<file path="src/rtl/pcm_fifo_if.sv">
// rtl/pcm_fifo_if.sv - PCM FIFO write-port and status bundle
interface pcm_fifo_if;
    logic [7:0] fifo_wrdata;
    logic       fifo_write;
    logic       fifo_reset;
    logic       fifo_full;
    logic       fifo_almost_empty;
    logic       fifo_empty;

    modport master (
        output fifo_wrdata, fifo_write, fifo_reset,
        input  fifo_full, fifo_almost_empty, fifo_empty
    );

    modport slave (
        input  fifo_wrdata, fifo_write, fifo_reset,
        output fifo_full, fifo_almost_empty, fifo_empty
    );
endinterface

</file>
<file path="src/rtl/pcm_fifo_ctrl.sv">
// rtl/pcm_fifo_ctrl.sv - PCM FIFO write-side arbiter, refill scheduler and reset sequencer
module pcm_fifo_ctrl #(
    parameter int RESET_CYCLES = 4
) (
    input  logic       clk,
    input  logic       rst_n,
    input  logic       host_wr,
    input  logic [7:0] host_wrdata,
    input  logic       stream_en,
    input  logic       stream_valid,
    input  logic [7:0] stream_data,
    output logic       stream_ack,
    input  logic       ctrl_fifo_reset,
    input  logic       irq_aflow_en,
    input  logic       overflow_clr,
    output logic       irq_aflow,
    output logic       overflow,
    output logic       busy,
    pcm_fifo_if.master fifo
);

    typedef enum logic [1:0] {
        ST_IDLE   = 2'd0,
        ST_FILL   = 2'd1,
        ST_RESET  = 2'd2,
        ST_SETTLE = 2'd3
    } state_t;

    state_t     state_q, state_d;
    logic [3:0] cnt_q, cnt_d;
    logic [7:0] wrdata_q, wrdata_d;
    logic       write_q, write_d;
    logic       freset_q, freset_d;
    logic       irq_q, irq_d;
    logic       ovf_q, ovf_d;
    logic       busy_d;

    // The !write_q term lets an in-flight write reach fifo_full before the next grant.
    assign stream_ack = (state_q == ST_FILL) && stream_valid && !host_wr &&
                        !ctrl_fifo_reset && !fifo.fifo_full && !write_q;

    always_comb begin
        state_d  = state_q;
        cnt_d    = cnt_q;
        wrdata_d = wrdata_q;
        write_d  = 1'b0;
        freset_d = 1'b0;
        ovf_d    = overflow_clr ? 1'b0 : ovf_q;

        if (ctrl_fifo_reset) begin
            state_d  = ST_RESET;
            cnt_d    = 4'(RESET_CYCLES - 1);
            freset_d = 1'b1;
        end else begin
            case (state_q)
                ST_RESET: begin
                    if (cnt_q == 4'd0) begin
                        state_d = ST_SETTLE;
                    end else begin
                        cnt_d    = cnt_q - 4'd1;
                        freset_d = 1'b1;
                    end
                end
                ST_SETTLE: state_d = ST_IDLE;
                default: begin
                    if (host_wr) begin
                        if (fifo.fifo_full) begin
                            ovf_d = 1'b1;
                        end else begin
                            write_d  = 1'b1;
                            wrdata_d = host_wrdata;
                        end
                    end else if (stream_ack) begin
                        write_d  = 1'b1;
                        wrdata_d = stream_data;
                    end
                    if (state_q == ST_IDLE) begin
                        if (stream_en && (fifo.fifo_almost_empty || fifo.fifo_empty))
                            state_d = ST_FILL;
                    end else if (fifo.fifo_full || !stream_en) begin
                        state_d = ST_IDLE;
                    end
                end
            endcase
        end

        busy_d = (state_d == ST_RESET) || (state_d == ST_SETTLE);
        // Gated by the upcoming busy so the interrupt is low for every busy cycle.
        irq_d  = irq_aflow_en && fifo.fifo_almost_empty && !stream_en && !busy_d;
    end

    always_ff @(posedge clk or negedge rst_n) begin
        if (!rst_n) begin
            state_q  <= ST_IDLE;
            cnt_q    <= 4'd0;
            wrdata_q <= 8'd0;
            write_q  <= 1'b0;
            freset_q <= 1'b0;
            irq_q    <= 1'b0;
            ovf_q    <= 1'b0;
        end else begin
            state_q  <= state_d;
            cnt_q    <= cnt_d;
            wrdata_q <= wrdata_d;
            write_q  <= write_d;
            freset_q <= freset_d;
            irq_q    <= irq_d;
            ovf_q    <= ovf_d;
        end
    end

    assign fifo.fifo_wrdata = wrdata_q;
    assign fifo.fifo_write  = write_q;
    assign fifo.fifo_reset  = freset_q;
    assign irq_aflow        = irq_q;
    assign overflow         = ovf_q;
    assign busy             = (state_q == ST_RESET) || (state_q == ST_SETTLE);

endmodule

</file>
<file path="src/flat_wrapper.sv">
// flat-port wrapper written by rule: the top's interface ports become plain ports
module pcm_fifo_ctrl_flat 
#(
    parameter int RESET_CYCLES = 4
)
  (clk, rst_n, host_wr, host_wrdata, stream_en, stream_valid, stream_data, stream_ack, ctrl_fifo_reset, irq_aflow_en, overflow_clr, irq_aflow, overflow, busy, fifo_fifo_wrdata, fifo_fifo_write, fifo_fifo_reset, fifo_fifo_full, fifo_fifo_almost_empty, fifo_fifo_empty);
  pcm_fifo_if fifo_i ();
  input  logic clk;
  input  logic rst_n;
  input  logic host_wr;
  input  logic [7:0] host_wrdata;
  input  logic stream_en;
  input  logic stream_valid;
  input  logic [7:0] stream_data;
  output logic stream_ack;
  input  logic ctrl_fifo_reset;
  input  logic irq_aflow_en;
  input  logic overflow_clr;
  output logic irq_aflow;
  output logic overflow;
  output logic busy;
  output wire logic [$bits(fifo_i.fifo_wrdata)-1:0] fifo_fifo_wrdata;
  output wire logic [$bits(fifo_i.fifo_write)-1:0] fifo_fifo_write;
  output wire logic [$bits(fifo_i.fifo_reset)-1:0] fifo_fifo_reset;
  input wire logic [$bits(fifo_i.fifo_full)-1:0] fifo_fifo_full;
  input wire logic [$bits(fifo_i.fifo_almost_empty)-1:0] fifo_fifo_almost_empty;
  input wire logic [$bits(fifo_i.fifo_empty)-1:0] fifo_fifo_empty;
  assign fifo_fifo_wrdata = fifo_i.fifo_wrdata;
  assign fifo_fifo_write = fifo_i.fifo_write;
  assign fifo_fifo_reset = fifo_i.fifo_reset;
  assign fifo_i.fifo_full = fifo_fifo_full;
  assign fifo_i.fifo_almost_empty = fifo_fifo_almost_empty;
  assign fifo_i.fifo_empty = fifo_fifo_empty;
  pcm_fifo_ctrl #(.RESET_CYCLES(RESET_CYCLES)) u_core (.clk(clk), .rst_n(rst_n), .host_wr(host_wr), .host_wrdata(host_wrdata), .stream_en(stream_en), .stream_valid(stream_valid), .stream_data(stream_data), .stream_ack(stream_ack), .ctrl_fifo_reset(ctrl_fifo_reset), .irq_aflow_en(irq_aflow_en), .overflow_clr(overflow_clr), .irq_aflow(irq_aflow), .overflow(overflow), .busy(busy), .fifo(fifo_i));
endmodule
</file>
<file path="config.mk">
export PLATFORM = sky130hd
export DESIGN_NAME = pcm_fifo_ctrl_flat
export DESIGN_NICKNAME = d
export VERILOG_FILES = /design/src/rtl/pcm_fifo_if.sv /design/src/rtl/pcm_fifo_ctrl.sv /design/src/flat_wrapper.sv
export SDC_FILE = /design/constraint.sdc
export NUM_CORES = 1
export LEC_CHECK = 0
export ABC_AREA = 1
export ABC_CLOCK_PERIOD_IN_PS = 1400
export BUFFER_PORTS_ARGS = -buffer_cell sky130_fd_sc_hd__buf_2
export CELL_PAD_IN_SITES_DETAIL_PLACEMENT = 1
export CELL_PAD_IN_SITES_GLOBAL_PLACEMENT = 1
export CORE_MARGIN = 8
export CORE_UTILIZATION = 32
export DETAILED_ROUTE_END_ITERATION = 10
export PLACE_DENSITY = 0.75
export SYNTH_ARGS = -nofsm -noshare
export SYNTH_HDL_FRONTEND = slang
export SYNTH_SLANG_ARGS = --single-unit
</file>
<file path="constraint.sdc">
create_clock -name clk -period 1.4 [get_ports clk]
set_input_delay 0.28 -clock clk [delete_from_list [all_inputs] [get_ports clk]]
set_output_delay 0.28 -clock clk [all_outputs]
set_load 0.01 [all_outputs]
</file>
==> parameters.txt <==
Parameter                              Value

Outcome
  Run status    complete, but fails checks
  Violated checks    negative setup slack

Critical path
  List of cells traversed by the critical path    inv_2 -> nand2_4 -> nor2_4 -> inv_2 -> nor2_2 -> buf_2
  CP max-delay cell    dfrtp_1
  Cell family with the largest share of critical-path delay    flip-flops
  Peak per-stage delay on the critical path    0.40 ns
  Path type of the worst setup path    reg2out
  Most common cell type on the critical path    inv_2
  Highest net fanout along the worst path    2
  Critical Path Source Type    flip-flop
  Total buffers and inverters traversed by the critical path    3
  Required time at the worst-slack endpoint    1.12 ns
  Critical Path Sink Type    output port
  Critical Path AT    1.16 ns

Timing
  Transition time at the pin with the least slew margin    0.417 ns
  Post-layout worst setup margin    -0.0422 ns
  Worst hold slack    0.157 ns
  Max transition margin    72.2%
  Final worst path period share    103%
  Final slew viol count    0
  Maximum operating frequency    693 MHz
  RSZ-0062 raised after global routing    yes
  Time the worst path needs with I/O delays and setup    1.44 ns
  Max Clock Skew    0.00222 ns
  Setup violations, final    1
  Number of hold violations in the final report    0

Layout
  Number of non-filler instances in the completed layout    202
  Number of diodes added for antenna fixing    0
  Filler cells    374
  Count of nets after finishing    201
  Signed area change from the synthesized netlist to the final layout    34.6%
  Area taken by multi-input logic gates    437 sq um
  Share of final-layout standard cells stronger than drive strength 1    36.3%
  Combined flip-flop and latch cell area    450 sq um

Pwr
  Sequential cell fraction of total power    43.8%
  Internal    0.00107 W
  Power Density    1340 nW/um^2
  Net Sw Power    0.000624 W
  Proportion of total power due to net switching    36.9%
  Power after layout    0.00169 W
  Static Leak    0.768 nW
  Maximum VDD drop    818 uV
  Clock power frac    19.0%
  Relative contribution of combinational cells to total power    37.2%

Floorplan
  Die Area    4920 sq um
  Die extent in y    70.1 microns
  Horizontal extent of the die    70.1 microns
  Count of standard-cell rows    19
  Core Box Area    2780 sq um
  Initial Utilization    33.7%
  Number of placed I/O pins    41

GRT
  Met3 usage in global routing    4.80%
  Wire length of the first global-routing pass    5000 microns
  Most Used Layer, Global Route    met2
  Total global routing track utilization    12.1%
  Maximum number of pins on one net before global-route repair    19
  Number of global-route vias before repair    1107
  Global Route met2 Usage    20.3%
  Grt met1 use    13.6%
  Initial antenna violation count    0
  Leftover overflow at the end of global routing    0

CTS
  Post-CTS clock slew at the launch and capture registers of the worst setup and hold paths    0.10 ns
  CTS tree    done
  H-tree depth    1
  Later-pin clock latency in the skew report    0.29 ns
  Number of clock buffers inserted by TritonCTS    3
  Sinks on the clock net    18
  Clk Tree Root Cell    clkbuf_4
  Largest buffer count on any clock path    2

Route
  Detailed Route WL    2780 microns
  Iteration-0 DRC count of the detailed router    38
  Number of nets with antenna violations after routing    0
  Drt first pass iters    4
  DRC violation count after routing    0
  Vias    993
  Number of vias per cell after detailed routing    4.92
  Average wire per cell in the routed design    13.8 microns

Placement
  Buffers on Ports    40
  Total instance count after detailed placement    195
  Sum of net half-perimeters after detailed placement    2290 microns
  Routability-driven placement congestion ratio    0.756

Synth
  Number of instances in the synthesized netlist    123
  Register bit total from synthesis    18
  Seq/Total Area, Yosys    48.1%
  Xor/xnor share of the synthesized area    0.935%
  Simple-gate portion of the synthesized area    36.4%
  Area fraction in compound gates after synthesis    5.47%
  Combinational family with the most area after synthesis    simple AND/OR/NAND/NOR gates
  Syn nets    152
  Synth Cell Area    937 sq um
  Average cell area after synthesis    7.62 sq um
  Warnings, synthesis    0
  Mux cell area share after synthesis    0%
  Share of synthesized cell area in full adder, half adder and majority cells    2.67%
  Distinct cell type count of the synthesized netlist    21

Min path
  Classification of the worst-slack hold path    in2reg

Flow run
  Number of maximum-capacitance violations    0
[final cells by class]
type / instances / area share, %
flip-flops and latches: 18 / 35.7
multi-input cells: 90 / 34.6
repair buffers: 46 / 19.6
inverters: 13 / 4.07
well taps: 31 / 3.08
clock buffers: 4 / 2.88
[Yosys cell counts (all sizes together)]
master  number  area (sq um)
nand3       11          55.1
ha           2          25.0
buf          1          5.00
o22ai        1          6.26
nor3         2          10.0
a21oi        1          5.00
o21ai        5          40.0
clkbuf       1          3.75
xor2         1          8.76
nor2         5          26.3
dfrtp       18           450
nand4        2          12.5
nand2       60           238
inv         13          51.3
[power by group through the flow]
stage / registers (W) / logic [W] / clock network (W)
finish: 0.000741 / 0.000629 / 0.000321
global placement: 0.000747 / 0.000592 / 0
CTS: 0.000743 / 0.000641 / 0.000339
global route: 0.000763 / 0.000725 / 0.000360
detailed placement: 0.000753 / 0.000617 / 0
floorplan: 0.000768 / 0.000347 / 0
[state kept, by name (all words and copies together), names as in the netlist]
name                     count
u_core.fifo.fifo_wrdata      8
u_core.cnt_q                 4
u_core.state_q               2
u_core.fifo.fifo_reset       1
u_core.fifo.fifo_write       1
u_core.irq_aflow             1
u_core.overflow              1
[logic make-up after synthesis]
logic type	Yosys count
AND/OR/NAND/NOR	80
flip-flops	18
AO/OA/AOI/OAI	7
XOR/XNOR	1
adder cells (fa/ha/maj)	2
buffers and inverters	15
[metal layers]
layer / wire length [microns] / up-vias / part of all wire (%)
li1: - / 482 / -
met1: 1260 / 477 / 45
met2: 1310 / 30 / 47
met3: 165 / 4 / 5.9
met4: 40 / 0 / 1.4
met5: 0 / - / 0
[worst paths after layout]
kind                       depth (start not counted)                          to  slack [ns]                       start
min reg2reg                                        2  u_core.fifo.fifo_wrdata[1]        0.48  u_core.fifo.fifo_wrdata[1]
max reg2reg                                        7             u_core.cnt_q[1]        0.13             u_core.cnt_q[1]
min                                                2            u_core.irq_aflow        0.16                   stream_en
max                                                6                  stream_ack       -0.04           u_core.state_q[1]
min in group asynchronous                          2  u_core.fifo.fifo_wrdata[7]        0.45                       rst_n
max in group asynchronous                          2           u_core.state_q[1]        0.66                       rst_n
[cells in the final DEF (no fill, tap or decap)]
cell	count
nor2_4	1
nand2_1	56
inv_4	1
nor2_1	3
nor2_2	1
clkbuf_4	3
buf_4	5
nor3_1	2
o21ai_2	1
nand4_1	2
buf_2	40
dlygate4sd3_1	1
a21oi_1	1
clkbuf_8	1
xor2_1	1
nand2_2	2
o22ai_1	1
ha_1	2
inv_2	4
nand2_4	2
dfrtp_1	18
o21ai_4	1
inv_1	8
o21ai_0	3
nand3_1	11
[what timing repair did]
item | in CTS | in global routing
resized for setup | 2 | 3
gates cloned | 0 | 0
setup endpoints to repair | 1 | 1
hold buffers | 1 | 0
buffers inserted | 2 | 0
hold endpoints to repair | 18 | 0
[worst reg2reg max path, stage by stage (launching register included)]
cell     delay [ns]
dfrtp_1        0.40
inv_1          0.12
ha_1           0.20
nand3_1        0.12
nand2_2        0.13
inv_1          0.09
nand2_1        0.08
o21ai_2        0.05
[through the flow]
| step | area (sq um) | setup TNS [ns] | setup slack [ns] | util [%] |
|---|---|---|---|---|
| 6_report | 1260 | -0.0422 | -0.0422 | 45.3 |
| 4_1_cts | 1250 | -0.0784 | -0.0784 | 45.1 |
| 3_3_place_gp | 1190 | 0 | 0.161 | 42.8 |
| 2_1_floorplan | 937 | 0 | 0.176 | - |
| 5_1_grt | 1260 | -0.129 | -0.129 | 45.3 |
| 3_5_place_dp | 1190 | 0 | 0.111 | 42.8 |
No activity file was read; power rests on OpenSTA's default activity.
